--- config.mk ---
export PLATFORM = sky130hd
export DESIGN_NAME = pwm_actuator
export DESIGN_NICKNAME = d
export VERILOG_FILES = /design/src/rtl/pwm_actuator.sv
export SDC_FILE = /design/constraint.sdc
export NUM_CORES = 1
export LEC_CHECK = 0
export CAP_MARGIN = 30
export CORE_ASPECT_RATIO = 2
export CORE_MARGIN = 3
export CORE_UTILIZATION = 40
export DETAILED_ROUTE_END_ITERATION = 8
export SLEW_MARGIN = 25
export SYNTH_ARGS = -nofsm -noshare
export SYNTH_HDL_FRONTEND = slang
export SYNTH_SLANG_ARGS = --single-unit
--- constraint.sdc ---
create_clock -name clk -period 2.9 [get_ports clk]
set_input_delay 0.29 -clock clk [delete_from_list [all_inputs] [get_ports clk]]
set_output_delay 0.29 -clock clk [all_outputs]
set_load 0.01 [all_outputs]
--- src/rtl/pwm_actuator.sv ---
// Registered PWM actuator: clamps a signed control word into a duty shadow and
// applies it at period boundaries so the drive never changes duty mid-period.
module pwm_actuator #(
  parameter int PERIOD = 1000
) (
  input  logic        clk,
  input  logic        reset,
  input  logic [15:0] u_in,
  input  logic        u_valid,
  input  logic        enable,
  output logic        pwm_out,
  output logic        period_tick,
  output logic [15:0] duty_q,
  output logic        sat_hi,
  output logic        sat_lo
);

  localparam logic [15:0] PER  = 16'(PERIOD);
  localparam logic [15:0] LAST = 16'(PERIOD - 1);

  typedef struct packed {
    logic [15:0] val;
    logic        hi;
    logic        lo;
  } clamp_t;

  clamp_t      clamp;
  logic [15:0] cnt, cnt_n, shadow, shadow_n, duty_n;
  logic        run;

  always_comb begin
    clamp.val = u_in;
    clamp.hi  = 1'b0;
    clamp.lo  = 1'b0;
    if (u_in[15]) begin
      clamp.val = '0;
      clamp.lo  = 1'b1;
    end else if (u_in > PER) begin
      clamp.val = PER;
      clamp.hi  = 1'b1;
    end
  end

  assign period_tick = enable && (cnt == LAST);

  // run is enable delayed one edge: the edge that first samples enable=1
  // starts the period at cnt=0 and loads the duty for it.
  always_comb begin
    shadow_n = u_valid ? clamp.val : shadow;
    cnt_n    = '0;
    if (enable && run && !period_tick) cnt_n = cnt + 16'd1;
    duty_n   = duty_q;
    if (!enable || !run || period_tick) duty_n = shadow_n;
  end

  always_ff @(posedge clk or negedge reset) begin
    if (!reset) begin
      cnt     <= '0;
      run     <= 1'b0;
      shadow  <= '0;
      duty_q  <= '0;
      pwm_out <= 1'b0;
      sat_hi  <= 1'b0;
      sat_lo  <= 1'b0;
    end else begin
      cnt     <= cnt_n;
      run     <= enable;
      shadow  <= shadow_n;
      duty_q  <= duty_n;
      pwm_out <= enable && (cnt_n < duty_n);
      if (u_valid) begin
        sat_hi <= clamp.hi;
        sat_lo <= clamp.lo;
      end
    end
  end

endmodule

==> out/qor.csv, run 1 <==
metric;value;unit
Post-synth EDFFs;0;
setup ws final;-0.0319;ns
asr flop ratio synth;1.00;
outcome;complete, but fails checks;
most numerous cell in the Yosys netlist;dfrtp_1;
Iter 0 DRT Violations;53;
Avg Inst Size Synth;10.7;um2
crit-path cells;ha_2 -> nand3_2 -> or4_4 -> o311ai_4 -> buf_12 -> o211ai_1 -> o21ai_1 -> ha_1 -> a21o_1 -> a21o_1 -> a221oi_2 -> o2111ai_1 -> a21oi_1;
critical path's slowest cell;or4_4;
Worst EP arrival;3.15;ns
Synth Net Count;281;
Fin. Hold Viols;0;
RSZ-0062 raised after global routing;yes;
# rows;41;
commonest cells in the netlist;dfrtp_1 (52), nor2_1 (23), inv_1 (19);
most used cell along the critical path;a21o_1;
count of buffer and inverter cells on the critical path;1;
Synth Warn #;0;
# clock sinks;52;
leakage power;1.77;nW
post-synth cell types;36;
clk_lat worst skew;0.29;ns
Via density;4.88;
Clock transition at path regs;0.07;ns
Max Transition Viols Final;0;
htree depth;2;
die width;63.2;um
CP Class;register to register;
Filler Cells Inserted;586;
DRT antenna net count;0;
setup violators final;1;
max-cap viol count;0;
Synth Register Bits;52;
top cell type's share of synthesized area;0.496;
core area;0.00631;mm2
CP delay by family, top;compound AO/OA/AOI/OAI gates;
worst vdd ir;450;uV
pin count of the biggest net entering global routing;34;
GRT Total Usage;0.180;
RR Startpoint;cnt[1];
initial core utilization;0.415;
Worst-Margin Slew;0.726;ns
final WL;6.14;mm
Finished Layout Cells;425;
skew final;0.00458;ns
global-route wire length before repair;10.5;mm
dpl cells;416;
total global routing overflow;0;
maximum clock frequency;341;MHz
drt pass-1 iters;4;
Crit Path Max Fanout;13;
Startpoint Class;register;
post-synthesis sequential area ratio;0.496;
number of antenna violations at the first check in global routing;0;
Post-Syn Instances;245;
share of cells above drive strength 1;0.233;
most area-hungry cell type in the Yosys netlist;dfrtp_1;
synth top area cells;dfrtp_1 (50%), ha_1 (7.6%), mux2i_1 (3.8%);
diode count;0;
Syn-to-layout area delta;39.5;%
ys flop type;dfrtp_1;
Clock Tree Root;clkbuf_16;
vias in the first global route;2300;
DRC viols;0;
WL/cell;14.4;um
post-DP HPWL;4.93;mm
largest incremental delay on the critical path;0.44;ns
CP Launch Point;cnt[1];
Vias;2076;
Die Footprint;0.00762;mm2
input/output buffers;39;
Hold WC Path Type;input port to async pin;
WP data required;3.12;ns
CP Capture Type;register;
minimum clock period;2.93;ns
CTS Buf Count;5;
Clock Tree Buf Depth;2;
Slew HR;0.516;
failing checks;negative setup slack;
I/O pins;40;
nets;374;
post-synth design cell area;0.00262;mm2
setup TNS;-0.0319;ns
RePlAce Congestion;0.804;
Tcrit/Tclk final;1.01;
die height;120;um
PD cells;429;mW/mm2
TritonCTS clock tree;built;
-- sequential cells by signal (all words and copies together) (netlist names) --
signal   count
sat_hi       1
cnt         16
pwm_out      1
run          1
sat_lo       1
shadow      16
duty_q      16
-- per-stage QoR --
| step | hold slack [ns] | util | total power, mW | setup slack [ns] | cell area [um2] |
|---|---|---|---|---|---|
| 6_report | 0.0559 | 0.579 | 1.57 | -0.0319 | 3660 |
| 5_1_grt | 0.0995 | 0.579 | 1.64 | -0.267 | 3660 |
| 4_1_cts | 0.0810 | 0.578 | 1.58 | -0.0658 | 3650 |
| 3_5_place_dp | 0.388 | 0.551 | 0.990 | -0.289 | 3480 |
| 3_3_place_gp | 0.385 | 0.551 | 0.988 | -0.258 | 3480 |
| 2_1_floorplan | -0.00559 | - | 0.858 | -0.00891 | 2630 |
-- worst register-to-register path: stages (launching register included) --
cell and delay [ns]:
dfrtp_1 0.35, ha_2 0.19, nand3_2 0.07, or4_4 0.44
o311ai_4 0.27, buf_12 0.18, o211ai_1 0.13, o21ai_1 0.11
ha_1 0.25, a21o_1 0.16, a21o_1 0.19, a221oi_2 0.28
o2111ai_1 0.13, a21oi_1 0.12
-- layout by cell type, fill, tap and decap left out, types with 5 or more instances in the layout --
master and instances:
clkbuf_16 5, mux2i_1 9, inv_1 19, nor2b_1 8, o211ai_1 11, nor2_1 23
dfrtp_1 52, xnor2_1 5, o21ai_0 12, buf_4 53, nand2_1 16, mux2_2 6
ha_1 15, clkdlybuf4s50_1 38, o21a_1 7, xor2_1 9
-- routing by layer --
metal	part of all wire	global-route usage	vias up
li1	-	-	1046
met1	0.38	0.187	978
met2	0.57	0.339	41
met3	0.026	0.0316	11
met4	0.027	0.0893	0
met5	0	0	-
-- worst paths after layout --
path	end	slack [ns]	cells after the start
max	pwm_out	-0.03	13
min	shadow[8]	0.06	1
max reg2reg	pwm_out	-0.03	13
min reg2reg	sat_hi	0.52	1
max in group asynchronous	cnt[1]	2.11	2
min in group clk	sat_hi	0.52	1
-- power by group --
group          switching [mW]  internal, mW  total [mW]
Combinational          0.0989         0.118       0.217
Clock                   0.249         0.340       0.589
Sequential             0.0131         0.749       0.762
Total                   0.361          1.21        1.57
-- cells by family after synthesis --
group	count (synthesis)	synth area share
xor gates and xnor gates	14	0.0468
DFF	52	0.496
and+or+nand+nor	70	0.132
adders and majority gates	16	0.0764
buffers and inverters	27	0.0501
muxes	16	0.0640
AOI/OAI and AO/OA	50	0.135
-- area by class of cell --
type	count	area (um2)	share of cell area
repair buffers	94	815	0.223
well taps	86	108	0.0294
clock buffers	6	139	0.0380
clock inverters	2	10.0	0.00274
multi-input cells	166	1210	0.332
flip-flops and latches	52	1300	0.356
inverters	19	71.3	0.0195
-- timing repair --
| item | 4_1_cts | 5_1_grt |
|---|---|---|
| endpoints found under the setup margin | 1 | 1 |
| gates resized for setup | 5 | 2 |
| hold buffers | 0 | 0 |
| setup buffers | 1 | 0 |
| endpoints found under the hold margin | 0 | 0 |
| pin swaps | 0 | 1 |
No activity file was read; power rests on OpenSTA's default activity.
==> run 2: changes to the inputs <==
--- a/config.mk
+++ b/config.mk
@@ -10,7 +10,7 @@
 export CORE_MARGIN = 3
 export CORE_UTILIZATION = 40
 export DETAILED_ROUTE_END_ITERATION = 8
-export SLEW_MARGIN = 25
 export SYNTH_ARGS = -nofsm -noshare
 export SYNTH_HDL_FRONTEND = slang
 export SYNTH_SLANG_ARGS = --single-unit
+export TNS_END_PERCENT = 50
==> results of run 2 <==
No change in the layout: final DEF, timing and power equal those of run 1.
